===== src/rtl/bcd_result_display.sv =====
// Result stage for a 2-digit BCD adder/subtractor: captures the raw result, undoes
// the subtraction complement digit-wise, and scans sign/hundreds/tens/units onto a 4-digit display.
module bcd_result_display #(
   parameter bit TENS_COMP      = 1'b1,
   parameter int SCAN_DIV       = 50000,
   parameter bit SEG_ACTIVE_LOW = 1'b1
) (
   input  logic       clk,
   input  logic       rst,
   input  logic       load,
   input  logic [3:0] F2,
   input  logic [3:0] F1,
   input  logic       COUT,
   input  logic       M,
   output logic       busy,
   output logic       rdy,
   output logic       neg,
   output logic       err,
   output logic [6:0] seg,
   output logic [3:0] an
);

   typedef enum logic {S_IDLE, S_CONV} state_t;

   localparam logic [3:0] C_DASH  = 4'hA;
   localparam logic [3:0] C_E     = 4'hB;
   localparam logic [3:0] C_BLANK = 4'hF;
   localparam int         CW      = (SCAN_DIV > 1) ? $clog2(SCAN_DIV) : 1;
   localparam logic [CW-1:0] SCAN_LAST = CW'(SCAN_DIV - 1);
   localparam logic [6:0] SEG_OFF = SEG_ACTIVE_LOW ? 7'h7F : 7'h00;

   state_t          r_state, w_state_next;
   logic [3:0]      r_f2, r_f1;
   logic            r_cout, r_m;
   logic [3:0][3:0] r_dig;              // {sign, hundreds, tens, units} glyph codes
   logic            r_neg, r_err, r_rdy;
   logic [CW-1:0]   r_scan_cnt;
   logic [1:0]      r_idx;
   logic [3:0]      r_an;
   logic [6:0]      r_seg;

   logic [3:0]      w_sign, w_hund, w_tens, w_units;
   logic            w_neg, w_err, w_wrap;
   logic [1:0]      w_idx_next;
   logic [6:0]      w_seg_next;

   function automatic logic [6:0] glyph(input logic [3:0] code);
      logic [6:0] g;
      case (code)
         4'd0:    g = 7'b1000000;
         4'd1:    g = 7'b1111001;
         4'd2:    g = 7'b0100100;
         4'd3:    g = 7'b0110000;
         4'd4:    g = 7'b0011001;
         4'd5:    g = 7'b0010010;
         4'd6:    g = 7'b0000010;
         4'd7:    g = 7'b1111000;
         4'd8:    g = 7'b0000000;
         4'd9:    g = 7'b0010000;
         C_DASH:  g = 7'b0111111;
         C_E:     g = 7'b0000110;
         default: g = 7'b1111111;
      endcase
      return g;
   endfunction

   // NOTE: sequential state uses non-blocking assignments so every register samples pre-edge values.
   always_ff @(posedge clk or posedge rst) begin
      if (rst) r_state <= S_IDLE;
      else     r_state <= w_state_next;
   end

   // NOTE: every combinational output is defaulted first so no path can infer a latch.
   always_comb begin
      w_state_next = r_state;
      case (r_state)
         S_IDLE:  if (load) w_state_next = S_CONV;
         S_CONV:  w_state_next = S_IDLE;
         default: w_state_next = S_IDLE;
      endcase
   end

   // Complement correction, digit-wise with explicit borrow/carry between units and tens.
   always_comb begin
      w_neg   = 1'b0;
      w_err   = 1'b0;
      w_sign  = C_BLANK;
      w_hund  = C_BLANK;
      w_tens  = r_f2;
      w_units = r_f1;
      if (r_f2 > 4'd9 || r_f1 > 4'd9) begin
         w_err = 1'b1;
      end else if (!r_m) begin
         w_hund = r_cout ? 4'd1 : C_BLANK;
      end else if (TENS_COMP) begin
         if (!r_cout) begin
            if (r_f2 == 4'd0 && r_f1 == 4'd0) begin
               w_err = 1'b1;
            end else begin
               w_neg = 1'b1;
               if (r_f1 == 4'd0) begin
                  w_units = 4'd0;
                  w_tens  = 4'd10 - r_f2;
               end else begin
                  w_units = 4'd10 - r_f1;
                  w_tens  = 4'd9 - r_f2;
               end
            end
         end
      end else begin
         if (r_cout) begin
            if (r_f2 == 4'd9 && r_f1 == 4'd9) begin
               w_err = 1'b1;
            end else if (r_f1 == 4'd9) begin
               w_units = 4'd0;
               w_tens  = r_f2 + 4'd1;
            end else begin
               w_units = r_f1 + 4'd1;
            end
         end else begin
            w_tens  = 4'd9 - r_f2;
            w_units = 4'd9 - r_f1;
            w_neg   = !(r_f2 == 4'd9 && r_f1 == 4'd9);
         end
      end
      if (w_err) begin
         w_neg   = 1'b0;
         w_hund  = C_BLANK;
         w_tens  = C_E;
         w_units = C_E;
      end
      if (w_neg) w_sign = C_DASH;
   end

   // NOTE: capture and digit registers are cleared by reset so an aborted conversion leaves nothing behind.
   always_ff @(posedge clk or posedge rst) begin
      if (rst) begin
         r_f2   <= '0;
         r_f1   <= '0;
         r_cout <= 1'b0;
         r_m    <= 1'b0;
         r_dig  <= '0;
         r_neg  <= 1'b0;
         r_err  <= 1'b0;
         r_rdy  <= 1'b0;
      end else begin
         r_rdy <= 1'b0;
         if (r_state == S_IDLE && load) begin
            r_f2   <= F2;
            r_f1   <= F1;
            r_cout <= COUT;
            r_m    <= M;
         end
         if (r_state == S_CONV) begin
            r_dig <= {w_sign, w_hund, w_tens, w_units};
            r_neg <= w_neg;
            r_err <= w_err;
            r_rdy <= 1'b1;
         end
      end
   end

   assign w_wrap     = (r_scan_cnt == SCAN_LAST);
   assign w_idx_next = w_wrap ? r_idx + 2'd1 : r_idx;
   assign w_seg_next = SEG_ACTIVE_LOW ? glyph(r_dig[w_idx_next]) : ~glyph(r_dig[w_idx_next]);

   // Free-running scan; an and seg are registered from the same next index so they never skew.
   always_ff @(posedge clk or posedge rst) begin
      if (rst) begin
         r_scan_cnt <= '0;
         r_idx      <= 2'd0;
         r_an       <= 4'b1111;
         r_seg      <= SEG_OFF;
      end else begin
         r_scan_cnt <= w_wrap ? '0 : r_scan_cnt + CW'(1);
         r_idx      <= w_idx_next;
         r_an       <= ~(4'b0001 << w_idx_next);
         r_seg      <= w_seg_next;
      end
   end

   assign busy = (r_state == S_CONV);
   assign rdy  = r_rdy;
   assign neg  = r_neg;
   assign err  = r_err;
   assign seg  = r_seg;
   assign an   = r_an;

endmodule


===== config.mk =====
export PLATFORM = sky130hd
export DESIGN_NAME = bcd_result_display
export DESIGN_NICKNAME = d
export VERILOG_FILES = /design/src/rtl/bcd_result_display.sv
export SDC_FILE = /design/constraint.sdc
export NUM_CORES = 1
export LEC_CHECK = 0
export CAP_MARGIN = 20
export CELL_PAD_IN_SITES_DETAIL_PLACEMENT = 1
export CELL_PAD_IN_SITES_GLOBAL_PLACEMENT = 1
export CORE_UTILIZATION = 40
export DETAILED_ROUTE_END_ITERATION = 12
export GPL_TIMING_DRIVEN = 1
export PLACE_DENSITY_LB_ADDON = 0.1
export SYNTH_ARGS = -nofsm -noshare
export SYNTH_HDL_FRONTEND = slang
export SYNTH_SLANG_ARGS = --single-unit

===== constraint.sdc =====
create_clock -name clk -period 2.3 [get_ports clk]
set_input_delay 0.46 -clock clk [delete_from_list [all_inputs] [get_ports clk]]
set_output_delay 0.46 -clock clk [all_outputs]
set_load 0.005 [all_outputs]

==> impl_metrics.toml, run 1 <==
[run_status]
run_status = "finished, final reports clean"

[clock_tree]
numCtsBuffers = 5
clock_path_buffers = 2
cts_hold_bufs = 0
tritoncts = "done"
cts.clk_slew.worst_paths_ps = 100
cts-htree-levels = 2
worstSkewPairLatency_ps = 310
clock_sink_count = 54
clockRootBuffer = "clkbuf_8"

[global_routing]
grt_start_max_net_pins = 55
global_route.usage.total_pct = 18.56
antenna_violations_before_repair = 0
via_count_of_the_first_global_routing_pass = 2163
grt_pass1_wl_microns = 10540
grt_remaining_overflow = 0

[synthesis]
share_of_synthesized_flip_flops_with_an_asynchronous_set_or_reset_pct = 100.0
synth-edff-count = 0
synth.yosys.warnings = 0
area_share_of_the_largest_cell_type_after_synthesis_pct = 38.93
synth-main-ff-cell = "dfrtp_1"
synthesis.area_sq_um = 2764
average_footprint_of_a_synthesized_cell_sq_um = 10.20
seq_area_frac_synth_pct = 49.39
top_cell_types_by_occurrence_after_synthesis = "dfrtp_1 (43), nor2_1 (26), nand2_1 (25), inv_1 (13), o21ai_0 (13)"
postSynthNetCount = 292
yosysUniqueCellTypes = 52
synth_area_leader_cell = "dfrtp_1"
synthesis.instances = 271
cell_types_occupying_the_most_area_after_synthesis = "dfrtp_1 (39%), dfstp_2 (10%), mux2_2 (3.7%), ha_1 (3.6%), nor2_1 (3.5%)"
most_frequent_cell_after_synthesis = "dfrtp_1"
ys_seq_elements = 54

[worst_hold_path]
hold_start = "busy$_DFF_PP0_"
hold_path_depth = 1
min_delay_worst_endpoint = "busy$_DFF_PP0_"
holdCritPathClass = "flip-flop to flip-flop"

[timing]
rsz_0062_raised_after_global_routing = "false"
tightest_slew_ps = 430.2
final_worst_path_setup_slack_ps = 101.8
max-slew-margin-rel_pct = 71.23
final.min_clock_period_ps = 2198
fin_setup_tns_ps = 0
skew_ps = 11.25
period_share_pct = 95.57
final_slew_viol_count = 0
report.final.setup_viol = 0
finalHoldWorstSlack_ps = 475.1
fmaxAchievable_mhz = 454.9
finalHoldViolations = 0

[worst_setup_path]
crit_path_start_kind = "flip-flop"
crit_path_end_kind = "flip-flop"
cp_top_family = "multiplexers"
cp_data_arrival_time_ps = 2440
rrSetupSlack_ps = 100
crit_path_max_fanout = 7
library_cell_appearing_most_often_on_the_critical_path = "mux2_4"
r2r_end = "seg[4]$_DFF_PP1_"
worst-endpoint-required_ps = 2550
worstReg2RegStart = "r_scan_cnt[1]$_DFF_PP0_"
critical_path.max_stage_delay_ps = 370
cells_traversed_along_the_worst_timing_path = "ha_2 -> and3_4 -> and4_4 -> mux2_4 -> a31o_4 -> ha_4 -> mux2_4 -> a21oi_2"
critPathSlowestCell = "dfrtp_1"
timing_worst_setup_path_type = "flip-flop to flip-flop"
worst-r2r-cell-count = 8
critPathBufInv = 0

[drt]
highest_layer = "met4"
routed-wl-met3_microns = 123
route.layer.met1.wl_microns = 2819
final_antenna_net_count = 0
route.final.wire_length_microns = 5867
dr.first_iter.drc_count = 51
avgRoutedWirePerCell_microns = 14.82
via_total_after_detailed_routing = 2061
drc_errors = 0
drt-vias-per-instance = 5.205
drt_pass1_iterations = 4
route.met2.wl_microns = 2837

[power]
vdd_drop_max_uv = 323.1
internal_power_of_the_cells_mw = 1.670
clock_power_share_pct = 23.6
cellPowerDensity_nw_per_um2 = 688.1
static-leakage-power_nw = 1.466
power.combinational.fraction_pct = 25.4
netSwitchingFraction_pct = 28.41
fin_total_pwr_mw = 2.332
power_frac_seq_pct = 51.0
p_switching_mw = 0.6626

[finish]
area_growth_pct = 22.63
finish.cell_count_without_fillers = 396
area_occupied_by_registers_sq_um = 1365
antennaDiodeCount = 0
n_fill_cell = 725
final_nets = 339
multi_input_comb_area_sq_um = 1314
layout-drive-gt1-share_pct = 22.26

[die]
initial_util_pct = 42.55
io_pins = 28
dieHeight_microns = 85.13
dieArea_sq_um = 7246
core_region_area_sq_um = 6495
die_width_microns = 85.13
std_cell_rows = 29

[place]
gp_congestion = 0.7894
dp_hpwl_microns = 4202
placement.setup.worst_slack_ps = -37.29
dpl.cell_count = 387
portBuffers = 27

[flow_run]
max_cap_violations = 0
cell usage in the layout, fill, tap and decap left out, types with 2 or more instances in the layout:
cell type	netlist	routed
o22ai_1	6	6
or2_2	2	2
nor3_1	3	3
nor4_1	4	4
clkbuf_8	0	6
dfstp_2	11	11
a22oi_1	4	4
xnor2_1	9	9
xor2_1	8	8
nor2_1	26	26
and3_1	8	7
mux2_4	2	2
o21ai_1	2	2
inv_1	13	12
o21a_1	4	4
o22a_1	4	4
dfrtp_1	43	43
nand3_1	8	8
nand2_2	1	2
o21ai_0	13	13
clkdlybuf4s50_1	0	27
mux2_2	9	9
inv_2	1	2
a31oi_1	3	3
a21oi_1	9	9
and2_1	3	3
nand2b_1	5	5
nor2b_1	4	4
buf_4	1	24
o221ai_1	2	2
nand2_1	25	24
ha_1	8	6
power by group through the flow:
stage | Clock (mW) | Sequential [mW] | Combinational, mW
final | 0.552 | 1.19 | 0.591
after global routing | 0.613 | 1.21 | 0.666
after CTS | 0.586 | 1.19 | 0.585
after detailed placement | 0 | 1.21 | 0.580
after global placement | 0 | 1.21 | 0.570
after floorplan | 0 | 1.19 | 0.357
cells by family after synthesis:
logic type | count (synthesis) | synth area share (%)
compound gates | 58 | 14.62
xor+xnor | 18 | 5.976
fa+ha+maj | 8 | 3.622
buf+inv | 26 | 3.984
flops | 54 | 49.39
mux | 12 | 5.116
simple gates | 95 | 17.29
flip-flops by register name (all words and copies together) (netlist names):
register    flops
r_scan_cnt     16
r_f1            4
an              4
r_dig          11
r_cout          1
seg             7
neg             1
r_m             1
rdy             1
busy            1
r_idx           2
r_f2            4
err             1
worst register-to-register path: stages (launching register included):
cell	delay (ps)
dfrtp_1	370
ha_2	200
and3_4	190
and4_4	260
mux2_4	320
a31o_4	240
ha_4	160
mux2_4	260
a21oi_2	120
worst max-delay path by stage:
stage	start	end	slack, ps	depth (start not counted)
after floorplan	r_scan_cnt[0]$_DFF_PP0_	seg[4]$_DFF_PP1_	30	9
after global placement	r_scan_cnt[0]$_DFF_PP0_	seg[3]$_DFF_PP1_	50	9
after detailed placement	r_scan_cnt[1]$_DFF_PP0_	seg[3]$_DFF_PP1_	-40	9
after CTS	r_scan_cnt[1]$_DFF_PP0_	seg[3]$_DFF_PP1_	30	9
after global routing	r_scan_cnt[1]$_DFF_PP0_	seg[0]$_DFF_PP1_	10	10
final	r_scan_cnt[1]$_DFF_PP0_	seg[4]$_DFF_PP1_	100	8
repair_timing:
| item | in CTS | in global routing |
|---|---|---|
| setup buffers | 0 | 1 |
| endpoints found under the setup margin | 6 | 6 |
| cloned | 0 | 0 |
| resized for setup | 2 | 4 |
area by class of cell:
class                           count  area share (%)
Clock buffer                        7           2.547
Clock inverter                      1          0.1477
Inverter                           14           1.550
Multi-Input combinational cell    191           38.76
Sequential cell                    54           40.27
Tap cell                           77           2.842
Timing Repair Buffer               52           13.88
stage by stage:
step | instance area [sq um] | util, %
floorplan | 2764 | -
global placement | 3266 | 50.28
detailed placement | 3266 | 50.28
CTS | 3359 | 51.72
global route | 3390 | 52.19
finish | 3390 | 52.19
routing by layer:
metal	GRT usage, %	vias up
met2	31.30	30
met4	6.471	0
met1	24.53	989
met5	0	-
li1	-	1034
met3	2.626	8
No activity file was read; power rests on OpenSTA's default activity.
==> run 2: changes to the inputs <==
--- a/config.mk
+++ b/config.mk
@@ -8,10 +8,12 @@
 export CAP_MARGIN = 20
 export CELL_PAD_IN_SITES_DETAIL_PLACEMENT = 1
 export CELL_PAD_IN_SITES_GLOBAL_PLACEMENT = 1
+export CORE_MARGIN = 5
 export CORE_UTILIZATION = 40
 export DETAILED_ROUTE_END_ITERATION = 12
 export GPL_TIMING_DRIVEN = 1
 export PLACE_DENSITY_LB_ADDON = 0.1
+export SLEW_MARGIN = 0
 export SYNTH_ARGS = -nofsm -noshare
 export SYNTH_HDL_FRONTEND = slang
 export SYNTH_SLANG_ARGS = --single-unit
==> run 2 against run 1 <==
  * Sequential power is essentially flat
  * Final cell count grew 1.5%
  * Worst hold slack gained 23 ps
  * First-iteration DRC count grew 41%
  * Clock power grew 0.9%
  * Maximum frequency shrank 0.14%
  * Core utilization shrank 1.4 points
  * Critical endpoint unchanged
  * Largest cell class unchanged
==> impl_metrics.toml, run 2 (synthesis gave the netlist of run 1 again) <==
[drt]
drt-vias-per-instance = 5.299
avgRoutedWirePerCell_microns = 14.48
dr.first_iter.drc_count = 72
via_total_after_detailed_routing = 2130
drt_pass1_iterations = 2
route.final.wire_length_microns = 5819
drc_errors = 0
final_antenna_net_count = 0

[global_routing]
via_count_of_the_first_global_routing_pass = 2173
antenna_violations_before_repair = 0
grt_start_max_net_pins = 55
global_route.usage.total_pct = 14.35
grt_pass1_wl_microns = 10010
grt_remaining_overflow = 0

[finish]
most-common-layout-cells = "dfrtp_1 (43), clkdlybuf4s50_1 (27), buf_4 (27), nor2_1 (26), nand2_1 (24)"
postLayoutCellArea_sq_um = 3435
layout.cells.most_common = "dfrtp_1"
final_nets = 342
area_growth_pct = 24.26
finish.cell_count_without_fillers = 402
layout-drive-gt1-share_pct = 22.67
largest_register_ffs = 16
regMostFlops = "r_scan_cnt"
antennaDiodeCount = 0

[place]
portBuffers = 27
gp_congestion = 0.7740
place_area_sq_um = 3277
dpl.cell_count = 391
dp_hpwl_microns = 4250

[die]
initial_util_pct = 40.91
io_pins = 28
die_width_microns = 93.13
std_cell_rows = 30
dieArea_sq_um = 8672
core_region_area_sq_um = 6756
dieHeight_microns = 93.13

[clock_tree]
clock_sink_count = 54
numCtsBuffers = 5
cts-htree-levels = 2
tritoncts = "done"
worstSkewPairLatency_ps = 310
cts_hold_bufs = 0
cts.clk_slew.worst_paths_ps = 100
clock_path_buffers = 2
clockRootBuffer = "clkbuf_8"

[run_status]
run_status = "finished, final reports clean"

[worst_setup_path]
crit_path_max_fanout = 7
crit_path_start_kind = "flip-flop"
crit_path_end_kind = "flip-flop"
cp_data_arrival_time_ps = 2450
worst-endpoint-required_ps = 2550
rrSetupSlack_ps = 100
timing_worst_setup_path_type = "flip-flop to flip-flop"

[timing]
tightest_slew_ps = 438.6
max-slew-margin-rel_pct = 70.54
final.min_clock_period_ps = 2201
final_slew_viol_count = 0
report.final.setup_viol = 0
skew_ps = 6.957
finalHoldViolations = 0
fin_setup_tns_ps = 0
finalHoldWorstSlack_ps = 497.7
fmaxAchievable_mhz = 454.3
period_share_pct = 95.71

[power]
cellPowerDensity_nw_per_um2 = 682.1
vdd_drop_max_uv = 279.5
fin_total_pwr_mw = 2.343
static-leakage-power_nw = 1.492

[flow_run]
max_cap_violations = 0

[worst_hold_path]
holdCritPathClass = "flip-flop to flip-flop"
## run 2: cell count changes in the layout (fill, tap and decap cells not counted), sizes merged
cell	change
buf	+3
## run 2: cell type report
class                      count  area (sq um)
clock inverter                 1         5.005
tap                           80         100.1
multi-input combinational    191          1333
inverter                      14         52.55
timing repair buffer          55         493.0
clock buffer                   7         86.33
sequential                    54          1365
fill                         765          3322
## run 2: repair_timing
item,in CTS,in global routing
endpoints found under the setup margin,7,6
pin swaps,1,2
gates resized for setup,4,5
setup buffers,1,2
## run 2: worst paths after layout
check,start,to,cells after the start
setup reg to reg,r_scan_cnt[0]$_DFF_PP0_,seg[4]$_DFF_PP1_,8
hold reg to reg,err$_DFFE_PP0P_,err$_DFFE_PP0P_,1
setup / recovery,r_scan_cnt[0]$_DFF_PP0_,seg[4]$_DFF_PP1_,8
min in group asynchronous,rst,r_f1[0]$_DFFE_PP0P_,3
max in group asynchronous,rst,an[0]$_DFF_PP1_,3
hold / removal,err$_DFFE_PP0P_,err$_DFFE_PP0P_,1
## run 2: critical path: stages, from the launching register on
cell and delay, ps:
dfrtp_1 400, ha_1 220, and3_1 200, and4_4 180, xnor2_2 140, buf_4 160, o31ai_4 390, mux2_4 340
a21oi_2 120
## run 2: power breakdown
group / switching [mW] / total (mW) / internal (mW)
registers: 0.0870 / 1.19 / 1.10
clock network: 0.313 / 0.557 / 0.244
logic: 0.273 / 0.596 / 0.323
total: 0.673 / 2.34 / 1.67
## run 2: stage by stage
| stage | worst slack, ps | utilization, % |
|---|---|---|
| floorplan | 33.38 | - |
| finish | 98.73 | 50.83 |
| global placement | -88.35 | 48.50 |
| detailed placement | -152.8 | 48.50 |
| CTS | 7.171 | 50.17 |
| global route | -30.20 | 50.83 |
## run 2: per-layer routing
metal / up-vias / share of wire [%] / track usage, % / wire, microns
met2: 28 / 49 / 23.94 / 2837
met3: 8 / 3.0 / 2.977 / 176
li1: 1046 / - / - / -
met1: 1048 / 47 / 18.64 / 2707
met4: 0 / 1.7 / 4.640 / 97
met5: - / 0 / 0 / 0
==> run 3: changes to the inputs <==
--- a/config.mk
+++ b/config.mk
@@ -13,7 +13,7 @@
 export DETAILED_ROUTE_END_ITERATION = 12
 export GPL_TIMING_DRIVEN = 1
 export PLACE_DENSITY_LB_ADDON = 0.1
-export SLEW_MARGIN = 0
+export SLEW_MARGIN = 15
 export SYNTH_ARGS = -nofsm -noshare
 export SYNTH_HDL_FRONTEND = slang
 export SYNTH_SLANG_ARGS = --single-unit
==> results of run 3 <==
Final layout, timing and power as in run 2 (identical DEF).
